**config.mk**
```make
export PLATFORM = sky130hd
export DESIGN_NAME = fp32_to_int32
export DESIGN_NICKNAME = d
export VERILOG_FILES = /design/src/rtl/fp32_to_int32.sv
export SDC_FILE = /design/constraint.sdc
export NUM_CORES = 1
export LEC_CHECK = 0
export ABC_CLOCK_PERIOD_IN_PS = 5660
export CAP_MARGIN = 15
export CORE_MARGIN = 5
export CORE_UTILIZATION = 55
export DETAILED_ROUTE_END_ITERATION = 10
export PLACE_DENSITY = 0.8
export SLEW_MARGIN = 40
export SYNTH_ARGS = -nofsm -noshare
export SYNTH_HDL_FRONTEND = slang
export SYNTH_SLANG_ARGS = --single-unit
```
**constraint.sdc**
```tcl
create_clock -name clk -period 5.66 [get_ports clk]
set_input_delay 1.132 -clock clk [delete_from_list [all_inputs] [get_ports clk]]
set_output_delay 1.132 -clock clk [all_outputs]
set_load 0.01 [all_outputs]
```
**src/rtl/fp32_to_int32.sv**
```systemverilog
// fp32_to_int32: multi-cycle IEEE754 single-precision to signed 32-bit
// integer converter. Alignment uses a one-bit-per-cycle serial shifter,
// followed by a round stage. Results are presented with a one-cycle done
// pulse and held until the next conversion completes.
module fp32_to_int32 #(
  parameter bit ROUND_NEAREST = 1'b1
) (
  input  logic        clk,
  input  logic        rst,
  input  logic        ready,
  input  logic [31:0] op,
  output logic [31:0] res,
  output logic        done,
  output logic        invalid,
  output logic        inexact
);

  typedef enum logic [2:0] {
    ST_IDLE   = 3'd0,
    ST_DECODE = 3'd1,
    ST_SHIFT  = 3'd2,
    ST_ROUND  = 3'd3,
    ST_DONE   = 3'd4
  } state_t;

  state_t      state_q, state_d;
  logic        sign_q, sign_d;
  logic [7:0]  exp_q, exp_d;
  logic [22:0] man_q, man_d;
  logic [31:0] mag_q, mag_d;
  logic        guard_q, guard_d;
  logic        sticky_q, sticky_d;
  logic [4:0]  cnt_q, cnt_d;
  logic        left_q, left_d;
  logic [31:0] stgRes_q, stgRes_d;
  logic        stgInv_q, stgInv_d;
  logic        stgInx_q, stgInx_d;
  logic [31:0] res_q, res_d;
  logic        invalid_q, invalid_d;
  logic        inexact_q, inexact_d;
  logic        done_q, done_d;

  logic signed [8:0] expUnb;
  logic [4:0]        leftCnt;
  logic [4:0]        rightCnt;
  logic [31:0]       satRes;
  logic              roundUp;
  logic [31:0]       magRnd;

  // Unbiased exponent at 9-bit signed width so the range tests are plain
  // signed compares.
  assign expUnb = $signed({1'b0, exp_q}) - 9'sd127;

  // Shift counts only need five bits; 150 mod 32 = 22, so E-23 = e-150 and
  // 23-E = 150-e reduce to these 5-bit differences.
  assign leftCnt  = exp_q[4:0] - 5'd22;
  assign rightCnt = 5'd22 - exp_q[4:0];

  assign satRes  = sign_q ? 32'h8000_0000 : 32'h7FFF_FFFF;
  assign roundUp = ROUND_NEAREST && guard_q && (sticky_q || mag_q[0]);
  assign magRnd  = roundUp ? (mag_q + 32'd1) : mag_q;

  // State and datapath registers; reset aborts any conversion in flight.
  always_ff @(posedge clk or posedge rst) begin
    if (rst) begin
      state_q   <= ST_IDLE;
      sign_q    <= 1'b0;
      exp_q     <= 8'd0;
      man_q     <= 23'd0;
      mag_q     <= 32'd0;
      guard_q   <= 1'b0;
      sticky_q  <= 1'b0;
      cnt_q     <= 5'd0;
      left_q    <= 1'b0;
      stgRes_q  <= 32'd0;
      stgInv_q  <= 1'b0;
      stgInx_q  <= 1'b0;
      res_q     <= 32'd0;
      invalid_q <= 1'b0;
      inexact_q <= 1'b0;
      done_q    <= 1'b0;
    end else begin
      state_q   <= state_d;
      sign_q    <= sign_d;
      exp_q     <= exp_d;
      man_q     <= man_d;
      mag_q     <= mag_d;
      guard_q   <= guard_d;
      sticky_q  <= sticky_d;
      cnt_q     <= cnt_d;
      left_q    <= left_d;
      stgRes_q  <= stgRes_d;
      stgInv_q  <= stgInv_d;
      stgInx_q  <= stgInx_d;
      res_q     <= res_d;
      invalid_q <= invalid_d;
      inexact_q <= inexact_d;
      done_q    <= done_d;
    end
  end

  // Next-state logic: decode specials, shift serially, round, then publish
  // the staged result together with a single-cycle done pulse.
  always_comb begin
    state_d   = state_q;
    sign_d    = sign_q;
    exp_d     = exp_q;
    man_d     = man_q;
    mag_d     = mag_q;
    guard_d   = guard_q;
    sticky_d  = sticky_q;
    cnt_d     = cnt_q;
    left_d    = left_q;
    stgRes_d  = stgRes_q;
    stgInv_d  = stgInv_q;
    stgInx_d  = stgInx_q;
    res_d     = res_q;
    invalid_d = invalid_q;
    inexact_d = inexact_q;
    done_d    = 1'b0;

    unique case (state_q)
      ST_IDLE: begin
        if (ready) begin
          sign_d  = op[31];
          exp_d   = op[30:23];
          man_d   = op[22:0];
          state_d = ST_DECODE;
        end
      end

      ST_DECODE: begin
        mag_d    = {8'b0, 1'b1, man_q};
        guard_d  = 1'b0;
        sticky_d = 1'b0;
        cnt_d    = 5'd0;
        left_d   = 1'b0;
        stgInv_d = 1'b0;
        stgInx_d = 1'b0;
        if ((&exp_q) && (|man_q)) begin
          stgRes_d = 32'h7FFF_FFFF;
          stgInv_d = 1'b1;
          state_d  = ST_DONE;
        end else if (&exp_q) begin
          stgRes_d = satRes;
          stgInv_d = 1'b1;
          state_d  = ST_DONE;
        end else if (sign_q && (exp_q == 8'd158) && (man_q == 23'd0)) begin
          stgRes_d = 32'h8000_0000;
          state_d  = ST_DONE;
        end else if (expUnb >= 9'sd31) begin
          stgRes_d = satRes;
          stgInv_d = 1'b1;
          state_d  = ST_DONE;
        end else if (exp_q == 8'd0) begin
          stgRes_d = 32'd0;
          stgInx_d = |man_q;
          state_d  = ST_DONE;
        end else if (expUnb < -9'sd1) begin
          stgRes_d = 32'd0;
          stgInx_d = 1'b1;
          state_d  = ST_DONE;
        end else if (expUnb >= 9'sd24) begin
          left_d  = 1'b1;
          cnt_d   = leftCnt;
          state_d = ST_SHIFT;
        end else if (expUnb <= 9'sd22) begin
          cnt_d   = rightCnt;
          state_d = ST_SHIFT;
        end else begin
          state_d = ST_ROUND;
        end
      end

      ST_SHIFT: begin
        cnt_d = cnt_q - 5'd1;
        if (left_q) begin
          mag_d = mag_q << 1;
        end else begin
          sticky_d = sticky_q | guard_q;
          guard_d  = mag_q[0];
          mag_d    = mag_q >> 1;
        end
        if (cnt_q == 5'd1) begin
          state_d = ST_ROUND;
        end
      end

      ST_ROUND: begin
        stgInx_d = guard_q | sticky_q;
        stgInv_d = 1'b0;
        stgRes_d = sign_q ? (~magRnd + 32'd1) : magRnd;
        state_d  = ST_DONE;
      end

      ST_DONE: begin
        res_d     = stgRes_q;
        invalid_d = stgInv_q;
        inexact_d = stgInx_q;
        done_d    = 1'b1;
        state_d   = ST_IDLE;
      end

      default: begin
        state_d = ST_IDLE;
      end
    endcase
  end

  assign res     = res_q;
  assign done    = done_q;
  assign invalid = invalid_q;
  assign inexact = inexact_q;

endmodule

```
; ---- Yosys cells after proc, flatten, opt, wreduce, memory -nomap -nowiden
; Index checks and enable logic that the tools add are counted.
[op_classes]
addsub = 6
magnitude_cmp = 4
n_eq_ne = 10
muxes = 56
bitwise = 2
reduce_logical = 16
[ops]
columns = operator, count
row1 = two-way mux 32 bit, 10
row2 = one-hot mux 32 bit (2 select lines), 2
row3 = "adder 32 x 1 -> 32 bit, second input constant", 2
row4 = two-way mux 5 bit, 8
row5 = inverter 32 bit, 1
row6 = two-way mux 3 bit, 8
row7 = zero test 23 bit, 1
row8 = OR reduction 23 bit, 1
row9 = two-way mux 1 bit, 22
row10 = ">= comparator 9 x 6 -> 1 bit, second input constant", 2
row11 = one-hot mux 3 bit (4 select lines), 1
row12 = one-hot mux 5 bit (2 select lines), 1
row13 = "less-or-equal comparator 9 x 6 -> 1 bit, second input constant", 1
row14 = "< comparator 9 x 1 -> 1 bit, second input constant", 1
row15 = "subtractor 8 x 7 -> 9 bit, second input constant", 1
row16 = "== test 8 bit, second input constant", 1
row17 = zero test 8 bit, 1
row18 = one-hot mux 1 bit (2 select lines), 4
row19 = AND reduction 2 bit, 4
row20 = AND reduction 8 bit, 1
row21 = "inequality test 7 bit, second input constant", 1
row22 = "== test 3 x 2 -> 1 bit, second input constant", 2
row23 = "inequality test 2 bit, second input constant", 3
row24 = "== test 5 x 1 -> 1 bit, second input constant", 1
row25 = 10 further kinds, 14
[totals]
reg_bits = 144
in_bits = 35
out_inout_bits = 35
elab_cells = 110

; ---- Logic depth before layout (Yosys ltp)
; Gate-level depths: netlist (run 1).
[logic_depth]
word_depth = 11
ltp_mapped = 12
mapped_depth_nobuf = 10

; ---- Worst setup path after synthesis (run 1)
; Ideal clock, no wire load.
[synth_path]
path_kind = register to register
from = register exp_q[0]
to = register stgRes_q[30]
setup_ps = 80
t_arrival_ps = 2655
required_time_ps = 5580
setup_slack_ps = 2924
stages_incl_launch_ff = 12
period_less_slack_ps = 2736
path_cell_list = dfrtp_1 inv_1 ha_1 nor2b_1 o211ai_1 o21ai_0 a21oi_1 or4b_2 nand3_1 buf_2 o21ai_0 o211ai_2
[synth_via]
elab_chain_len = 7
[synth_lines]
columns = element, line
row1 = start: declaration, 28  ; logic [7:0] exp_q, exp_d;
row2 = start signal: assignment, 85  ; exp_q <= exp_d;
row3 = "subtractor 8 x 7 -> 9 bit, or another cell as far along", 52  ; assign expUnb = $signed({1'b0, exp_q}) - 9'sd127;
row4 = ">= comparator 9 x 6 -> 1 bit, or another cell as far along", 151  ; end else if (expUnb >= 9'sd31) begin
row5 = two-way mux 32 bit or logical AND 1 bit (tied branches), "151, 148"
row6 = two-way mux 32 bit, 148  ; end else if (sign_q && (exp_q == 8'd158) && (man_q == 23'd0)) begin
row7 = two-way mux 32 bit, 144  ; end else if (&exp_q) begin
row8 = two-way mux 32 bit, 140  ; if ((&exp_q) && (|man_q)) begin
row9 = one-hot mux 32 bit (2 select lines), 122  ; unique case (state_q)
row10 = end signal: assignment, 92  ; stgRes_q <= stgRes_d;
row11 = end: declaration, 35  ; logic [31:0] stgRes_q, stgRes_d;
; Parallel ways exist; a longest one is shown, timed or not.
; A chain may end at the register's enable or synchronous reset.

; ---- Final worst setup path (run 1)
[layout_path]
from = register mag_q[0]
to = register stgRes_q[30]
[layout_via]
elab_chain_len = 7
[layout_lines]
columns = element, line
row1 = start: declaration, 30  ; logic [31:0] mag_q, mag_d;
row2 = start signal: assignment, 87  ; mag_q <= mag_d;
row3 = branches (longest 2 deep; another with adder 32 x 1 -> 32 bit), n/a
row4 = two-way mux 32 bit (*), 61  ; assign magRnd = roundUp ? (mag_q + 32'd1) : mag_q;
row5 = inverter 32 bit, 192  ; stgRes_d = sign_q ? (~magRnd + 32'd1) : magRnd;
row6 = adder 32 x 1 -> 32 bit, 192
row7 = two-way mux 32 bit (*), 192
row8 = one-hot mux 32 bit (2 select lines) (*), 122
; Every way passes the cells marked *.

==> results of run 1 <==
-- routing by layer --
layer | up-vias | GRT usage
li1 | 3517 | -
met1 | 3541 | 0.335
met2 | 268 | 0.361
met3 | 33 | 0.0415
met4 | 0 | 0.0823
met5 | - | 0
-- worst paths after layout --
path | slack [ps] | endpoint | from | cells after the start
hold reg to reg | 490 | stgInv_q | stgInv_q | 2
min in group asynchronous | 1200 | res[7] | rst | 2
max in group asynchronous | 3600 | stgRes_q[26] | rst | 3
hold / removal | 490 | stgInv_q | stgInv_q | 2
setup / recovery | 2240 | stgRes_q[30] | mag_q[0] | 8
setup reg to reg | 2240 | stgRes_q[30] | mag_q[0] | 8
-- power breakdown --
group | internal [W] | total, W | switching [W]
Clock | 0.000751 | 0.00117 | 0.000421
Combinational | 0.00128 | 0.00262 | 0.00134
Sequential | 0.00153 | 0.00221 | 0.000675
Total | 0.00356 | 0.00600 | 0.00244
-- area by class of cell --
| cell class | count | area [um^2] |
|---|---|---|
| clock buffer | 24 | 502 |
| clock inverter | 8 | 126 |
| fill | 1335 | 5600 |
| inverter | 11 | 48.8 |
| multi-input combinational | 717 | 4830 |
| sequential | 144 | 3610 |
| tap | 216 | 270 |
| timing repair buffer | 81 | 781 |
-- state kept, by name, indices dropped and copies added (netlist names) --
signal / cells
invalid: 1
exp_q: 8
sticky_q: 1
mag_q: 32
stgInv_q: 1
done: 1
stgInx_q: 1
man_q: 23
res: 32
cnt_q: 5
guard_q: 1
state_q: 3
left_q: 1
stgRes_q: 32
sign_q: 1
inexact: 1
-- cell families after synthesis --
group	after synthesis
XOR/XNOR	48
AO/OA/AOI/OAI	215
buffers and inverters	86
flip-flops	144
adder cells (fa/ha/maj)	10
multiplexers	90
AND/OR/NAND/NOR	354
-- cell usage after synthesis (7+ instances only) --
cell type	n	area, um^2
nand2_1	106	398
o21ai_0	48	240
nor2b_1	14	87.6
nor2_1	86	323
ha_1	9	113
nand2b_1	7	43.8
inv_1	11	41.3
nand4_1	26	163
and3_1	13	81.3
nand3_1	28	140
nor3_1	18	90.1
xor2_1	21	184
and2_1	8	50.1
a31oi_1	25	156
clkbuf_1	55	206
a21oi_1	42	210
a211oi_1	15	113
mux2_2	65	732
buf_2	13	65.1
dfrtp_1	144	3600
nor4_1	10	62.6
mux2i_1	24	240
xnor2_1	27	236
-- critical path: stages (launching register included) --
cell and delay [ps]:
dfrtp_1 620, nand3_1 450, or4_1 780, xnor2_1 260, a21oi_1 170, nor4b_2 390, nand4_1 190, o31a_1 330
o211ai_2 130
-- per-stage QoR --
stage	power (W)	hold slack (ps)	instance area, um^2	util
finish	0.00600	487	10200	0.645
global route	0.00643	506	10200	0.645
CTS	0.00600	493	10200	0.644
detailed placement	0.00480	480	9530	0.604
global placement	0.00470	468	9520	0.604
floorplan	0.00401	444	8770	-
==> flow_summary.json, run 1 <==
{
  "place.gp.congestion": 0.922,
  "status": "complete, no violations",
  "wl_met3_mm": 1.33,
  "numCtsBuffers": 17,
  "postCtsSetupBuffers": 0,
  "dp_slack_ps": 2290,
  "clock_sinks": 144,
  "final_cell_mix": "dfrtp_1, nand2_1, nor2_1",
  "drtIter0Drc": 664,
  "ys_async_sr_fraction": 1.00,
  "mostFrequentLayoutCell": "dfrtp_1",
  "cts_root_buf": "clkbuf_16",
  "place_hpwl_mm": 14.5,
  "drc": 0,
  "drt_first_pass_iters": 5,
  "holdBufCountCts": 0,
  "initial_core_util": 0.556,
  "hold_path.class": "flip-flop to flip-flop",
  "cap_violations": 0,
  "rsz0062_at_grt": "no",
  "fin_crit_ps": 3420,
  "io-pin-count": 70,
  "core_um2": 15800,
  "syn_area_um2": 8770,
  "top_layer": "met4",
  "synth-simple-area-share": 0.205,
  "tritoncts": "yes",
  "fp.dieW_um": 136,
  "powerDensity_nw_per_um2": 590,
  "grt_usage": 0.235,
  "final-setup-viol-count": 0,
  "instances_no_fill": 1201,
  "ant_nets": 0,
  "syn_to_final_growth_pct": 16.0,
  "cp-start-kind": "flip-flop",
  "synth_fa_ha_area_frac": 0.0140,
  "crit_type": "flip-flop to flip-flop",
  "yosysWarnings": 0,
  "required_ps": 6000,
  "rows": 46,
  "synth_seq_area_share": 0.411,
  "clock_path_buffers": 2,
  "vias": 7359,
  "cellLeakagePower_nw": 3.99,
  "cts_resized": 0,
  "clk_transition_reported_paths_ps": 60,
  "slew_headroom": 0.471,
  "clk-insertion-delay-late_ps": 430,
  "wl_per_cell_um": 17.4,
  "grt_pass1_vias": 6874,
  "antenna_found_initial": 0,
  "period_share": 0.604,
  "hold_viol": 0,
  "drive_above_1_share": 0.145,
  "vdd_ir_drop_max_mv": 0.322,
  "synth.net_count": 991,
  "grt_max_degree": 90,
  "port_buffers": 69,
  "postRouteWirelength_mm": 20.8,
  "layout.nets": 1016,
  "synth_mux_area_frac": 0.113,
  "synth_flop_cell": "dfrtp_1",
  "antenna_cells": 0,
  "synth-xor-area-share": 0.0480,
  "fin_tns_setup_ps": 0,
  "timing.fmax_mhz": 293,
  "slew_violations": 0,
  "wl_met1_mm": 9.58,
  "die-area_um2": 18600,
  "syn_inst": 947,
  "ys_seq_elements": 144,
  "wl_met2_mm": 9.53,
  "synth_compound_area_frac": 0.169,
  "vias_per_cell": 6.13,
  "worstMarginPinSlew_ps": 792,
  "setup_slack_ps": 2240,
  "syn_avg_cell_area_um2": 9.26,
  "numPlacedInstances": 1169,
  "htree_levels": 4,
  "finClkSkew_ps": 8.36,
  "critPathMaxFanout": 15,
  "synth_edf_count": 0,
  "grt_overflow": 0,
  "ys_types": 80,
  "synth_top_family_by_area": "simple AND/OR/NAND/NOR gates",
  "grt_pass1_wl_mm": 35.1,
  "crit_path_end_kind": "flip-flop",
  "fp.dieH_um": 136,
  "crit_arrival_ps": 3750
}
No activity file was read; power rests on OpenSTA's default activity.
==> inputs of run 2 (changes only) <==
--- a/config.mk
+++ b/config.mk
@@ -5,12 +5,12 @@
 export SDC_FILE = /design/constraint.sdc
 export NUM_CORES = 1
 export LEC_CHECK = 0
-export ABC_CLOCK_PERIOD_IN_PS = 5660
+export ABC_CLOCK_PERIOD_IN_PS = 2800
 export CAP_MARGIN = 15
 export CORE_MARGIN = 5
-export CORE_UTILIZATION = 55
+export CORE_UTILIZATION = 54
 export DETAILED_ROUTE_END_ITERATION = 10
-export PLACE_DENSITY = 0.8
+export PLACE_DENSITY = 0.82
 export SLEW_MARGIN = 40
 export SYNTH_ARGS = -nofsm -noshare
 export SYNTH_HDL_FRONTEND = slang
==> constraint.sdc (replaced) <==
create_clock -name clk -period 2.8 [get_ports clk]
set_input_delay 0.56 -clock clk [delete_from_list [all_inputs] [get_ports clk]]
set_output_delay 0.56 -clock clk [all_outputs]
set_load 0.01 [all_outputs]
==> run 2 against run 1 <==
Effect of this change: wire length increased by 13%; total power increased by 130%; non-clock buffer count increased by 98; critical path depth increased by 2; worst hold slack worse by 8.2 ps; via count up 7.4%; global-route usage up 1.7 points; clock power grew 120%; critical path type unchanged; largest cell class unchanged; largest power group unchanged.
==> flow_summary.json, run 2 (synthesized netlist as in run 1, its figures left out) <==
{
  "numCtsBuffers": 17,
  "finClkSkew_ps": 11.4,
  "hold_path.class": "flip-flop to flip-flop",
  "antenna_found_initial": 0,
  "cellLeakagePower_nw": 4.60,
  "cts_root_buf": "clkbuf_16",
  "grt_pass1_wl_mm": 38.0,
  "clock_path_buffers": 2,
  "top_layer": "met4",
  "reg2regPathDepth": 10,
  "grt_max_degree": 82,
  "fill_cells": 1171,
  "cap_violations": 0,
  "hold_viol": 0,
  "clk_transition_reported_paths_ps": 60,
  "fp.dieH_um": 137,
  "cp-start-kind": "flip-flop",
  "rsz0062_at_grt": "yes",
  "die-area_um2": 18900,
  "grt_usage": 0.252,
  "wl_met3_mm": 1.55,
  "critPathTopFamily": "compound AO/OA/AOI/OAI gates",
  "ant_nets": 0,
  "status": "complete, no violations",
  "grt_overflow": 0,
  "vdd_ir_drop_max_mv": 0.594,
  "r2r-start": "mag_q[0]",
  "mostFrequentLayoutCell": "dfrtp_1",
  "cp_num_buf_inv": 1,
  "fin_area_um2": 11300,
  "drt_first_pass_iters": 5,
  "final-setup-viol-count": 0,
  "timing.rr.end": "stgRes_q[30]",
  "place_hpwl_mm": 16.0,
  "grt_pass1_vias": 7476,
  "critPathMaxFanout": 7,
  "timing.critical_path.cells": "ha_4 -> o211ai_4 -> buf_4 -> or3_4 -> or4_1 -> a21o_1 -> a22oi_4 -> nand4_1 -> o31a_1 -> o211ai_2",
  "worstMarginPinSlew_ps": 832,
  "wl_per_cell_um": 18.1,
  "drive_above_1_share": 0.248,
  "htree_levels": 4,
  "syn_to_final_growth_pct": 28.4,
  "crit_start": "mag_q[0]",
  "port_buffers": 69,
  "slowest_stage": "dfrtp_1",
  "postPlaceCellArea_um2": 10200,
  "wl_met1_mm": 10.3,
  "drtIter0Drc": 878,
  "place.gp.congestion": 0.886,
  "core_um2": 15900,
  "drc": 0,
  "min_from": "stgInv_q",
  "crit_path_end_kind": "flip-flop",
  "vias_per_cell": 6.09,
  "layout.nets": 1114,
  "crit_type": "flip-flop to flip-flop",
  "fin_crit_ps": 2760,
  "dp_slack_ps": -8.52,
  "io-pin-count": 70,
  "cp.depth": 10,
  "slew_headroom": 0.445,
  "final_cell_mix": "dfrtp_1, nand2_1, buf_4",
  "tritoncts": "yes",
  "holdBufCountCts": 0,
  "slowest_delay_ps": 410,
  "required_ps": 3140,
  "slew_violations": 0,
  "antenna_cells": 0,
  "timing.fmax_mhz": 362,
  "initial_core_util": 0.552,
  "powerDensity_nw_per_um2": 1210,
  "crit_arrival_ps": 3110,
  "fp.dieW_um": 137,
  "worstSetupEndpoint": "stgRes_q[30]",
  "postRouteWirelength_mm": 23.6,
  "vias": 7901,
  "regToRegSetupSlack_ps": 40,
  "clk-insertion-delay-late_ps": 430,
  "rows": 46,
  "setup_slack_ps": 35.0,
  "period_share": 0.987,
  "clock_sinks": 144,
  "wl_met2_mm": 11.2
}
## run 2: cell types whose count changed in the layout (fill, tap and decap cells not counted), sizes merged
cell	change
bufinv	+3
clkbuf	-1
clkinv	-1
buf	+97
clkinvlp	-1
## run 2: metal layers
| metal | vias up | GRT usage |
|---|---|---|
| met5 | - | 0 |
| met1 | 3825 | 0.351 |
| li1 | 3709 | - |
| met3 | 48 | 0.0416 |
| met4 | 0 | 0.0748 |
| met2 | 319 | 0.406 |
## run 2: where the power goes
| part | switching [W] | internal (W) |
|---|---|---|
| clock network | 0.000862 | 0.00176 |
| registers | 0.000869 | 0.00311 |
| logic | 0.00370 | 0.00332 |
## run 2: layout make-up
| cell class | count | area, um^2 | share of cell area |
|---|---|---|---|
| inverter | 11 | 45.0 | 0.00400 |
| clock inverter | 9 | 201 | 0.0179 |
| tap | 216 | 270 | 0.0240 |
| multi-input combinational | 717 | 5050 | 0.448 |
| timing repair buffer | 179 | 1600 | 0.142 |
| clock buffer | 22 | 484 | 0.0430 |
| sequential | 144 | 3610 | 0.320 |
## run 2: how the worst min path moves through the flow
| stage | endpoint | slack (ps) | depth (start not counted) |
|---|---|---|---|
| global placement | stgInv_q | 460 | 2 |
| finish | stgInv_q | 480 | 2 |
| global route | stgInv_q | 520 | 2 |
| floorplan | stgInv_q | 440 | 2 |
| CTS | stgInv_q | 480 | 2 |
| detailed placement | stgInv_q | 470 | 2 |
## run 2: through the flow
step / power (W) / std cells / hold WS, ps / TNS [ps] / util
after floorplan: 0.00810 / 947 / 444 / 0 / -
after global placement: 0.0102 / 1248 / 464 / 0 / 0.640
after detailed placement: 0.0104 / 1248 / 467 / -8.52 / 0.640
after CTS: 0.0132 / 1280 / 482 / -0.251 / 0.685
after global routing: 0.0145 / 1298 / 517 / -542 / 0.709
final: 0.0136 / 1298 / 479 / 0 / 0.709
## run 2: worst min-delay path, delay by kind of cell (launching register included)
kind	cells	cell delay, ps
and+or+nand+nor	1	50
DFF	1	340
AOI/OAI and AO/OA	1	60
## run 2: what timing repair did
item / 4_1_cts / 5_1_grt
gates resized for setup: 1 / 50
cloned: 0 / 4
hold endpoints to repair: 0 / 0
buffers inserted: 1 / 14
endpoints found under the setup margin: 8 / 37
pin swaps: 0 / 21
